File: src/rtl/i2c_pkg.sv
// Shared I2C definitions: target protocol states and expander register addresses.
package i2c_pkg;

  typedef enum logic [3:0] {
    IDLE,
    ADDR,
    ADDR_ACK,
    REG,
    REG_ACK,
    WDATA,
    WDATA_ACK,
    RDATA,
    RDATA_ACK
  } i2c_state_t;

  localparam logic [7:0] REG_IN0  = 8'h00;
  localparam logic [7:0] REG_IN1  = 8'h01;
  localparam logic [7:0] REG_OUT0 = 8'h02;
  localparam logic [7:0] REG_OUT1 = 8'h03;
  localparam logic [7:0] REG_CFG0 = 8'h06;
  localparam logic [7:0] REG_CFG1 = 8'h07;

endpackage

File: src/rtl/i2c_line_filter.sv
// Two-flop synchronizer followed by a run-length glitch filter for one I2C line.
module i2c_line_filter #(
  parameter int FILT_LEN = 4
) (
  input  logic clk,
  input  logic reset,
  input  logic raw,
  output logic level
);

  logic [1:0] sync;
  logic [3:0] cnt;

  // Accept a new level only after FILT_LEN consecutive synchronized samples disagree with it
  always_ff @(posedge clk) begin
    if (reset) begin
      sync  <= 2'b11;
      level <= 1'b1;
      cnt   <= 4'd0;
    end else begin
      sync <= {sync[0], raw};
      if (sync[1] != level) begin
        if (cnt == 4'(FILT_LEN - 1)) begin
          level <= sync[1];
          cnt   <= 4'd0;
        end else begin
          cnt <= cnt + 4'd1;
        end
      end else begin
        cnt <= 4'd0;
      end
    end
  end

endmodule

File: src/rtl/i2c_ioexp_target.sv
// I2C target emulating the output/config register subset of a PCAL6416A expander.
module i2c_ioexp_target
  import i2c_pkg::*;
#(
  parameter logic [6:0]  DEV_ADDR = 7'h20,
  parameter int          FILT_LEN = 4,
  parameter logic [15:0] OUT_RST  = 16'h0000,
  parameter logic [15:0] CFG_RST  = 16'hFFFF
) (
  input  logic        clk,
  input  logic        reset,
  input  logic        scl_in,
  input  logic        sda_in,
  output logic        sda_oe_n,
  input  logic [15:0] in_port,
  output logic [15:0] out_port,
  output logic [15:0] cfg_port,
  output logic        update,
  output logic        busy
);

  logic        scl_f, sda_f, scl_p1, sda_p1;
  logic        scl_rise, scl_fall, start, stop;
  i2c_state_t  state, state_nx;
  logic [2:0]  bit_cnt, bit_nx;
  logic        phase, phase_nx, rw, rw_nx, wr_flag, wr_nx;
  logic [6:0]  sh, sh_nx, tx, tx_nx;
  logic [7:0]  ptr, ptr_nx, rx, rd_byte;
  logic [15:0] out_nx, cfg_nx;
  logic        oe_nx, busy_nx, update_nx;

  i2c_line_filter #(.FILT_LEN(FILT_LEN)) u_scl_filt (
    .clk(clk), .reset(reset), .raw(scl_in), .level(scl_f)
  );

  i2c_line_filter #(.FILT_LEN(FILT_LEN)) u_sda_filt (
    .clk(clk), .reset(reset), .raw(sda_in), .level(sda_f)
  );

  // Delay filtered levels one cycle so edges and bus conditions become single-cycle pulses
  always_ff @(posedge clk) begin
    if (reset) begin
      scl_p1 <= 1'b1;
      sda_p1 <= 1'b1;
    end else begin
      scl_p1 <= scl_f;
      sda_p1 <= sda_f;
    end
  end

  assign scl_rise = scl_f & ~scl_p1;
  assign scl_fall = ~scl_f & scl_p1;
  assign start    = scl_f & scl_p1 & sda_p1 & ~sda_f;
  assign stop     = scl_f & scl_p1 & ~sda_p1 & sda_f;
  assign rx       = {sh, sda_f};

  // Read mux: unmapped pointers read back as zero
  always_comb begin
    rd_byte = 8'h00;
    case (ptr)
      REG_IN0:  rd_byte = in_port[7:0];
      REG_IN1:  rd_byte = in_port[15:8];
      REG_OUT0: rd_byte = out_port[7:0];
      REG_OUT1: rd_byte = out_port[15:8];
      REG_CFG0: rd_byte = cfg_port[7:0];
      REG_CFG1: rd_byte = cfg_port[15:8];
      default:  rd_byte = 8'h00;
    endcase
  end

  // Protocol next-state and register-file updates; START/STOP override any state
  always_comb begin
    state_nx  = state;
    bit_nx    = bit_cnt;
    phase_nx  = phase;
    rw_nx     = rw;
    sh_nx     = sh;
    tx_nx     = tx;
    ptr_nx    = ptr;
    out_nx    = out_port;
    cfg_nx    = cfg_port;
    wr_nx     = wr_flag;
    busy_nx   = busy;
    oe_nx     = sda_oe_n;
    update_nx = 1'b0;
    if (start) begin
      state_nx = ADDR;
      bit_nx   = 3'd0;
      phase_nx = 1'b0;
      busy_nx  = 1'b1;
      oe_nx    = 1'b1;
    end else if (stop) begin
      state_nx  = IDLE;
      busy_nx   = 1'b0;
      oe_nx     = 1'b1;
      update_nx = wr_flag;
      wr_nx     = 1'b0;
    end else begin
      case (state)
        ADDR: if (scl_rise) begin
          sh_nx  = rx[6:0];
          bit_nx = bit_cnt + 3'd1;
          if (bit_cnt == 3'd7) begin
            if (rx[7:1] == DEV_ADDR) begin
              state_nx = ADDR_ACK;
              rw_nx    = rx[0];
              phase_nx = 1'b0;
            end else begin
              state_nx = IDLE;
              busy_nx  = 1'b0;
            end
          end
        end
        // First SCL fall drives ACK low, second releases it and moves on
        ADDR_ACK, REG_ACK, WDATA_ACK: if (scl_fall) begin
          if (!phase) begin
            oe_nx    = 1'b0;
            phase_nx = 1'b1;
          end else begin
            phase_nx = 1'b0;
            bit_nx   = 3'd0;
            oe_nx    = 1'b1;
            if (state == ADDR_ACK && rw) begin
              tx_nx    = rd_byte[6:0];
              oe_nx    = rd_byte[7];
              state_nx = RDATA;
            end else if (state == ADDR_ACK) begin
              state_nx = REG;
            end else begin
              state_nx = WDATA;
            end
          end
        end
        REG: if (scl_rise) begin
          sh_nx  = rx[6:0];
          bit_nx = bit_cnt + 3'd1;
          if (bit_cnt == 3'd7) begin
            ptr_nx   = rx;
            state_nx = REG_ACK;
          end
        end
        WDATA: if (scl_rise) begin
          sh_nx  = rx[6:0];
          bit_nx = bit_cnt + 3'd1;
          if (bit_cnt == 3'd7) begin
            case (ptr)
              REG_OUT0: begin out_nx[7:0]  = rx; wr_nx = 1'b1; end
              REG_OUT1: begin out_nx[15:8] = rx; wr_nx = 1'b1; end
              REG_CFG0: begin cfg_nx[7:0]  = rx; wr_nx = 1'b1; end
              REG_CFG1: begin cfg_nx[15:8] = rx; wr_nx = 1'b1; end
              default: ;
            endcase
            ptr_nx   = {ptr[7:1], ~ptr[0]};
            state_nx = WDATA_ACK;
          end
        end
        RDATA: begin
          if (scl_fall) begin
            oe_nx = tx[6];
            tx_nx = {tx[5:0], 1'b0};
          end
          if (scl_rise) begin
            bit_nx = bit_cnt + 3'd1;
            if (bit_cnt == 3'd7) begin
              state_nx = RDATA_ACK;
              phase_nx = 1'b0;
            end
          end
        end
        // Release for the initiator's ACK, then reload on ACK or drop out on NACK
        RDATA_ACK: begin
          if (scl_fall && !phase) begin
            oe_nx    = 1'b1;
            phase_nx = 1'b1;
          end else if (scl_fall) begin
            tx_nx    = rd_byte[6:0];
            oe_nx    = rd_byte[7];
            bit_nx   = 3'd0;
            phase_nx = 1'b0;
            state_nx = RDATA;
          end
          if (scl_rise) begin
            if (!sda_f) ptr_nx = {ptr[7:1], ~ptr[0]};
            else        state_nx = IDLE;
          end
        end
        default: ;
      endcase
    end
  end

  // FSM state register
  always_ff @(posedge clk) begin
    if (reset) state <= IDLE;
    else       state <= state_nx;
  end

  // Control, pointer and register-file state
  always_ff @(posedge clk) begin
    if (reset) begin
      bit_cnt  <= 3'd0;
      phase    <= 1'b0;
      rw       <= 1'b0;
      ptr      <= 8'h00;
      out_port <= OUT_RST;
      cfg_port <= CFG_RST;
      wr_flag  <= 1'b0;
      busy     <= 1'b0;
      sda_oe_n <= 1'b1;
      update   <= 1'b0;
    end else begin
      bit_cnt  <= bit_nx;
      phase    <= phase_nx;
      rw       <= rw_nx;
      ptr      <= ptr_nx;
      out_port <= out_nx;
      cfg_port <= cfg_nx;
      wr_flag  <= wr_nx;
      busy     <= busy_nx;
      sda_oe_n <= oe_nx;
      update   <= update_nx;
    end
  end

  // Shift registers carry data only and need no reset
  always_ff @(posedge clk) begin
    sh <= sh_nx;
    tx <= tx_nx;
  end

endmodule

File: config.mk
export PLATFORM = sky130hd
export DESIGN_NAME = i2c_ioexp_target
export DESIGN_NICKNAME = d
export VERILOG_FILES = /design/src/rtl/i2c_pkg.sv /design/src/rtl/i2c_line_filter.sv /design/src/rtl/i2c_ioexp_target.sv
export SDC_FILE = /design/constraint.sdc
export NUM_CORES = 1
export LEC_CHECK = 0
export BUFFER_PORTS_ARGS = -buffer_cell sky130_fd_sc_hd__buf_4
export CAP_MARGIN = 40
export CORE_ASPECT_RATIO = 1.1
export CORE_MARGIN = 2
export CORE_UTILIZATION = 30
export DETAILED_ROUTE_END_ITERATION = 8
export HOLD_SLACK_MARGIN = 0.05
export PLACE_DENSITY = 0.5
export SYNTH_ARGS = -nofsm -noshare
export SYNTH_HDL_FRONTEND = slang
export SYNTH_SLANG_ARGS = --single-unit
File: constraint.sdc
create_clock -name clk -period 3.74 [get_ports clk]
set_input_delay 0.187 -clock clk [delete_from_list [all_inputs] [get_ports clk]]
set_output_delay 0.187 -clock clk [all_outputs]
set_load 0.05 [all_outputs]
==> After elaboration in Yosys (flattened, before gate mapping) <==
Cells that the tools add are included.
{ "word_totals": {"regBits": 83, "latchBits": 0, "ramBits": 0, "romBits": 0, "word_cells": 208, "n_memories": 0} }
{ "classes": {"add_sub_neg": 3, "n_mul": 0, "div": 0, "magnitude_cmp": 0, "eq_ne": 49, "shift": 0, "mux": 69, "n_bitwise": 18, "n_reduce_logical": 44} }
{ "op_table": {"columns": ["cell", "count"], "rows": [
  ["4-bit 2-to-1 mux", 14],
  ["8-bit case mux with 6 select lines", 1],
  ["7-bit 2-to-1 mux", 6],
  ["4-bit inequality test, second input constant", 10],
  ["2-bit inequality test, second input constant", 17],
  ["1-bit 2-to-1 mux", 32],
  ["6-bit AND reduction", 5],
  ["9-bit AND reduction", 3],
  ["4-bit case mux with 6 select lines", 1],
  ["8-bit case mux with 3 select lines", 1],
  ["11-bit AND reduction", 2],
  ["3-bit 2-to-1 mux", 7],
  ["7-bit case mux with 3 select lines", 1],
  ["3-bit nonzero test", 6],
  ["3-bit OR reduction", 6],
  ["4-bit by 2-bit == test with 1-bit output, second input constant", 4],
  ["4-bit by 3-bit == test with 1-bit output, second input constant", 4],
  ["8-bit by 2-bit == test with 1-bit output, second input constant", 2],
  ["8-bit by 3-bit == test with 1-bit output, second input constant", 2],
  ["8-bit 2-to-1 mux", 2],
  ["7-bit AND reduction", 2],
  ["4-bit AND reduction", 3],
  ["1-bit NOT", 11],
  ["3-bit case mux with 3 select lines", 1],
  ["other kinds (25)", 40]
]} }

==> Depth between registers and ports, before layout <==
Gate-level depths: netlist (run 1).
{ "logic_depth": {"word_depth": 9, "mapped_depth": 7, "ltp_nobuf": 6} }

==> Modules after synthesis <==
Synthesis (run 1) repeated with hierarchy kept, for this count alone.
{ "hier_totals": {"hier_cells": 443, "area_unflattened_um2": 4057.6} }
{ "by_module_without_submodules": {"columns": ["mod", "instances", "cells_each", "area_each_um2"], "rows": [
  ["i2c_ioexp_target", 1, 395, 3562.2],
  ["i2c_line_filter", 2, 24, 247.7]
]} }

==> Worst setup path after synthesis (run 1) <==
Ideal clock, no wire load.
{ "synth_path": {"path_type": "register to register", "start": "reg scl_p1", "end": "reg cfg_port[15]", "setup_time_ps": 120, "arrival_ps": 1728, "slack_ps": 1893, "stages_incl_launch_ff": 7, "n_path_buf": 1, "cell_sequence": "dfxtp_1 -> and4bb_4 -> nand4_4 -> nor3_2 -> buf_4 -> nor2b_1 -> a211o_1"} }
{ "synth_between": {"elab_chain_len": 5} }
{ "synth_lines": {"columns": ["item", "line_no", "text"], "rows": [
  ["start, declared", "i2c_ioexp_target.sv:22", "logic scl_f, sda_f, scl_p1, sda_p1;"],
  ["start signal, assigned", "i2c_ioexp_target.sv:46", "scl_p1 <= scl_f;"],
  ["1-bit bitwise AND", "i2c_ioexp_target.sv:53, i2c_ioexp_target.sv:54", null],
  ["1-bit bitwise AND, on equally long branches (2 in series)", "i2c_ioexp_target.sv:54, i2c_ioexp_target.sv:53", null],
  ["1-bit NOT (no line)", null, null],
  ["6-bit AND reduction (no line) (*)", null, null],
  ["end signal, assigned", "i2c_ioexp_target.sv:217", "cfg_port <= cfg_nx;"],
  ["end, declared", "i2c_ioexp_target.sv:17", "output logic [15:0] cfg_port,"]
]} }
Mark *: on every way between the ends. The rest lies on a longest branch, timed or not.
A chain may end at the register's enable or synchronous reset.

==> Worst setup path after layout (run 1) <==
{ "layout_path": {"start": "reg state[0]", "end": "reg out_port[1]"} }
{ "layout_between": {"elab_chain_len": 2} }
{ "layout_lines": {"columns": ["item", "line_no", "text"], "rows": [
  ["start, declared", "i2c_ioexp_target.sv:24", "i2c_state_t state, state_nx;"],
  ["start signal, assigned", "i2c_ioexp_target.sv:195", "else state <= state_nx;"],
  ["4-bit by 3-bit == test with 1-bit output", "i2c_ioexp_target.sv:99", "case (state)"],
  ["6-bit AND reduction (no line)", null, null],
  ["end signal, assigned", "i2c_ioexp_target.sv:216", "out_port <= out_nx;"],
  ["end, declared", "i2c_ioexp_target.sv:16", "output logic [15:0] out_port,"]
]} }
No other way between the ends.

==> results of run 1 <==
==> power groups by stage <==
| stage | combinational, mW | clock, mW | sequential [mW] |
|---|---|---|---|
| 2_1_floorplan | 0.0469 | 0 | 0.933 |
| 3_3_place_gp | 0.0691 | 0 | 0.938 |
| 3_5_place_dp | 0.0699 | 0 | 0.938 |
| 4_1_cts | 0.0719 | 0.878 | 0.917 |
| 5_1_grt | 0.0789 | 0.912 | 0.918 |
| 6_report | 0.0720 | 0.860 | 0.918 |
==> metal layers <==
metal / share of wire / up-vias
met4: 0.018 / 0
met3: 0.033 / 11
li1: - / 1553
met1: 0.48 / 1486
met2: 0.47 / 50
met5: 0 / -
==> area by class of cell <==
class / count / area [µm²]
Fill cell: 1300 / 7930
Multi-Input combinational cell: 291 / 1990
Sequential cell: 83 / 1800
Timing Repair Buffer: 60 / 467
Clock buffer: 9 / 225
Tap cell: 157 / 196
Clock inverter: 7 / 58.8
Inverter: 7 / 26.3
==> worst reg2reg max path: cells and delay by family, from the launching register on <==
| family | cells | cell delay (ns) |
|---|---|---|
| mux | 1 | 0.28 |
| flops | 1 | 0.63 |
| simple gates | 4 | 1.30 |
==> synthesized netlist by cell type (9+ instances only) <==
library cell  instances
nor2b_1              14
mux2_2               12
nand2_1              10
edfxtp_1             14
nand3_1              11
a211o_1               9
o21ai_0              12
nor2_1               71
dfxtp_1              69
a21oi_1              22
clkbuf_1             22
mux2i_1              37
==> flip-flops by register name, summed over array words and instances (netlist names), 3 cells and up <==
register / flops
cfg_port: 16
sh: 7
out_port: 16
tx: 7
bit_cnt: 3
ptr: 8
u_scl_filt.cnt: 4
state: 4
u_sda_filt.cnt: 4
==> repair_timing <==
action | CTS | global route
hold endpoints to repair | 2 | 0
endpoints found under the setup margin | 0 | 0
hold buffers | 2 | 0
==> worst max path at each step <==
stage / start / to / slack (ns) / cells past startpoint
2_1_floorplan: scl_p1 / cfg_port[15] / 1.89 / 6
3_3_place_gp: ptr[0] / out_port[15] / 1.33 / 4
3_5_place_dp: state[0] / cfg_port[13] / 1.31 / 5
4_1_cts: state[0] / cfg_port[13] / 1.28 / 5
5_1_grt: ptr[0] / out_port[14] / 1.23 / 5
6_report: state[0] / out_port[1] / 1.40 / 5
==> kinds of logic (layout without fill, tap and decap cells) <==
group | after synthesis | in the layout | share of synthesized area
compound gates | 75 | 75 | 0.128
flops | 83 | 83 | 0.459
simple gates | 153 | 153 | 0.209
xor+xnor | 8 | 8 | 0.0178
mux | 51 | 51 | 0.140
buf+inv | 33 | 83 | 0.0335
fa+ha+maj | 4 | 4 | 0.0127
==> metrics by stage <==
stage	utilization	total power, mW
final	0.376	1.85
after global routing	0.376	1.91
after CTS	0.375	1.87
after detailed placement	0.351	1.01
after global placement	0.349	1.01
after floorplan	-	0.980
==> impl_metrics.json, run 1 <==
{
  "status": "complete, but fails checks",
  "violations": "DRC",
  "grt_usage": 0.151,
  "clk_latency_ns": 0.35,
  "numCtsBuffers": 9,
  "wl_mm": 10.4,
  "grt_max_degree": 66,
  "worstSetupPathType": "reg -> reg",
  "clk_pin_slew_ns": 0.07,
  "via_per_inst": 5.05,
  "fin_crit_ns": 2.34,
  "dominantRegCellSynth": "dfxtp_1",
  "start_kind": "register",
  "num_antenna_cells": 0,
  "timing.fmax_ghz": 0.427,
  "first_global_vias": 3034,
  "vdd_drop_max_uv": 159,
  "p_seq_frac": 0.496,
  "gr-total-overflow": 0,
  "syn_inst": 407,
  "yosysSeqAreaShare": 0.459,
  "p_per_area_mw_per_mm2": 388,
  "dieHeight_um": 124,
  "critical-path-top-delay-family": "simple AND/OR/NAND/NOR gates",
  "final_nets": 476,
  "stdcell_area_mm2": 0.00477,
  "cp.arrival_ns": 2.56,
  "postSynthAreaPerCell_um2": 9.65,
  "gr-max-usage-layer": "met2",
  "cts_tree": "yes",
  "syn_to_final_growth_pct": 21.4,
  "layout_common_cells": "nor2_1, dfxtp_1, buf_4",
  "ctsResizeCount": 0,
  "dp_cells": 595,
  "rsz0062_at_grt": "no",
  "synthTopCellsByArea": "dfxtp_1, edfxtp_1, mux2i_1",
  "hold_viol": 0,
  "timing.final.crit_share": 0.627,
  "rows": 43,
  "drtAntennaViolNets": 0,
  "endpoint_kind": "register",
  "vias": 3100,
  "use_met1": 0.208,
  "drt-wirelength-per-cell_um": 16.9,
  "postCtsSetupBuffers": 0,
  "drv_cap": 0,
  "synth.distinct_cells": 50,
  "cts_sinks": 83,
  "ys.warnings.count": 0,
  "coreArea_mm2": 0.0127,
  "whs_path_depth": 2,
  "drt_iter0_drc": 135,
  "final_max_slew_viol_count": 0,
  "drc": 1,
  "hold-path-endpoint": "ptr[4]",
  "combPwrFrac": 0.039,
  "p_sw_frac": 0.240,
  "hold_ws_ns": 0.346,
  "power.leakage_nw": 1.82,
  "hp-class": "in -> reg",
  "final_cells": 614,
  "finalSetupViolations": 0,
  "antenna_found_initial": 0,
  "synth_area_mm2": 0.00393,
  "clock_skew_ns": 0.00908,
  "ys_ff_latch": 83,
  "power.switching_mw": 0.443,
  "p_int_mw": 1.41,
  "fin_tns_setup_ns": 0,
  "dp_slack_ns": 1.31,
  "cts-htree-levels": 3,
  "r2r_start": "state[0]",
  "final_common_cell": "nor2_1",
  "grt_pass1_wl_mm": 16.3,
  "async_reset_ff_frac": 0,
  "holdCritStartpoint": "reset",
  "cp_slowest_stage_delay_ns": 0.69,
  "die_w_um": 113,
  "max-slew-margin-rel": 0.399,
  "crit_chain": "and4bb_4 > nand4_4 > nor4_4 > mux2i_1 > nor2_1",
  "routabilityCongestion": 0.827,
  "portBuffers": 54,
  "root_buffer": "clkbuf_16",
  "reg2reg_to": "out_port[1]",
  "synth_nets": 431,
  "cp.required_ns": 3.95,
  "met2_usage": 0.239,
  "initial_core_util": 0.309,
  "grt_util_met3": 0.0185,
  "cp_max_fo": 16,
  "rr_worst_depth": 5,
  "synth_top_area_cell": "dfxtp_1",
  "clkPwrFrac": 0.465,
  "boundaryPins": 55,
  "synth-edff-count": 14,
  "synth_top_area_frac": 0.352,
  "crit_path_top_delay_cell": "nor4_4",
  "setup_slack_ns": 1.40,
  "path_buf_inv": 0,
  "first_pass_iters": 6,
  "rrSetupSlack_ns": 1.40,
  "tightest_slew_ns": 0.901,
  "dieArea_mm2": 0.0140,
  "dp_hpwl_mm": 7.35,
  "cts.path.max_buffers": 2,
  "placed_area_mm2": 0.00446,
  "drive_above_1_share": 0.219
}
Power figures use the tool's default switching activity.
==> run 2: changes to the inputs <==
--- a/config.mk
+++ b/config.mk
@@ -12,7 +12,7 @@
 export CORE_UTILIZATION = 30
 export DETAILED_ROUTE_END_ITERATION = 8
 export HOLD_SLACK_MARGIN = 0.05
-export PLACE_DENSITY = 0.5
+export PLACE_DENSITY = 0.52
 export SYNTH_ARGS = -nofsm -noshare
 export SYNTH_HDL_FRONTEND = slang
 export SYNTH_SLANG_ARGS = --single-unit
==> constraint.sdc (replaced) <==
create_clock -name clk -period 2 [get_ports clk]
set_input_delay 0.1 -clock clk [delete_from_list [all_inputs] [get_ports clk]]
set_output_delay 0.1 -clock clk [all_outputs]
set_load 0.05 [all_outputs]
==> impl_metrics.json, run 2 (synthesis results as in run 1) <==
{
  "syn_to_final_growth_pct": 26.9,
  "drtAntennaViolNets": 0,
  "vdd_drop_max_uv": 382,
  "crit_chain": "and4bb_4 > nand4_4 > nor4_4 > buf_4 > mux2i_1 > nor2_1",
  "grt_usage": 0.153,
  "worstSetupPathType": "reg -> reg",
  "cp.arrival_ns": 2.06,
  "hold_viol": 0,
  "numCtsBuffers": 9,
  "first_global_vias": 3112,
  "drc": 1,
  "portBuffers": 54,
  "grt_pass1_wl_mm": 16.7,
  "dieArea_mm2": 0.0140,
  "status": "complete, but fails checks",
  "routabilityCongestion": 0.812,
  "power.leakage_nw": 1.95,
  "num_antenna_cells": 0,
  "critical-path-top-delay-family": "simple AND/OR/NAND/NOR gates",
  "fin_tns_setup_ns": 0,
  "dp_hpwl_mm": 7.54,
  "die_w_um": 113,
  "dieHeight_um": 124,
  "timing.final.crit_share": 0.929,
  "initial_core_util": 0.309,
  "cts_tree": "yes",
  "wl_mm": 10.4,
  "final_max_slew_viol_count": 0,
  "crit_path_top_delay_cell": "and4bb_4",
  "start_kind": "register",
  "root_buffer": "clkbuf_16",
  "drv_cap": 0,
  "max-slew-margin-rel": 0.573,
  "final_nets": 498,
  "p_per_area_mw_per_mm2": 704,
  "coreArea_mm2": 0.0127,
  "clk_latency_ns": 0.34,
  "top_regs": "cfg_port (16), out_port (16), ptr (8)",
  "drt_iter0_drc": 126,
  "cp_max_fo": 8,
  "power_mw": 3.51,
  "layout_common_cells": "buf_4, nor2_1, dfxtp_1",
  "violations": "DRC",
  "gr-total-overflow": 0,
  "rsz0062_at_grt": "no",
  "clk_pin_slew_ns": 0.07,
  "clock_skew_ns": 0.00771,
  "path_buf_inv": 1,
  "drive_above_1_share": 0.257,
  "rows": 43,
  "timing.fmax_ghz": 0.538,
  "cts_sinks": 83,
  "cts.path.max_buffers": 2,
  "finalSetupViolations": 0,
  "grt_max_degree": 66,
  "boundaryPins": 55,
  "first_pass_iters": 8,
  "endpoint_kind": "register",
  "hp-class": "in -> reg",
  "tightest_slew_ns": 0.641,
  "drt-wirelength-per-cell_um": 16.3,
  "antenna_found_initial": 0,
  "via_per_inst": 5.05,
  "cp.required_ns": 2.21,
  "vias": 3212,
  "fin_crit_ns": 1.86,
  "cp_slowest_stage_delay_ns": 0.42,
  "final_common_cell": "buf_4",
  "fillers": 1286,
  "cts-htree-levels": 3,
  "postCtsSetupBuffers": 0
}
-- run 2: changes by cell type in the layout (fill, tap and decap cells not counted), sizes merged --
cell      previous run  this run
buf                 58        80
clkbuf               9        11
clkinvlp             1         0
inv                 11        10
-- run 2: report_power, final --
group / internal (mW) / leakage (nW) / switching, mW / total, mW
clock: 0.965 / 0.152 / 0.693 / 1.66
combinational: 0.0692 / 1.11 / 0.0709 / 0.140
sequential: 1.70 / 0.684 / 0.00929 / 1.71
total: 2.74 / 1.95 / 0.773 / 3.51
-- run 2: tightest hold or removal path, stage by stage --
cell	delay [ns]
buf_4	0.08
a22o_1	0.13
a211oi_1	0.07
nor2_1	0.09
-- run 2: routing by layer --
| metal | up-vias | GRT usage | wire length, µm |
|---|---|---|---|
| li1 | 1597 | - | - |
| met1 | 1545 | 0.205 | 4840 |
| met2 | 55 | 0.246 | 4920 |
| met3 | 15 | 0.0292 | 427 |
| met4 | 0 | 0.0587 | 210 |
| met5 | - | 0 | 0 |
-- run 2: cell type report --
cell class | count | area [µm²] | share of cell area
clock buffer | 11 | 264 | 0.0530
clock inverter | 5 | 41.3 | 0.00829
multi-input combinational | 291 | 1990 | 0.400
inverter | 7 | 26.3 | 0.00527
timing repair buffer | 82 | 658 | 0.132
tap | 157 | 196 | 0.0394
sequential | 83 | 1800 | 0.362
-- run 2: final timing paths --
path                                    startpoint            endpoint  slack, ns  cells past startpoint
worst max register to register              scl_p1         out_port[5]       0.14                      6
worst min-delay path                   in_port[14]               tx[6]       0.25                      4
worst max-delay path                        scl_p1         out_port[5]       0.14                      6
worst min register to register  u_sda_filt.sync[0]  u_sda_filt.sync[1]       0.41                      1
-- run 2: timing repair --
item / 4_1_cts / 5_1_grt
resized for setup: 0 / 1
setup endpoints to repair: 0 / 7
hold buffers: 2 / 0
endpoints found under the hold margin: 2 / 0
-- run 2: through the flow --
| stage | util | worst slack, ns | instance area [µm²] | std cells | hold slack, ns |
|---|---|---|---|---|---|
| detailed placement | 0.367 | 0.146 | 4660 | 618 | 0.288 |
| floorplan | - | 0.153 | 3930 | 407 | 0.204 |
| global route | 0.392 | 0.0137 | 4980 | 636 | 0.252 |
| CTS | 0.392 | 0.118 | 4980 | 636 | 0.230 |
| global placement | 0.367 | 0.195 | 4660 | 618 | 0.286 |
| finish | 0.392 | 0.143 | 4980 | 636 | 0.247 |
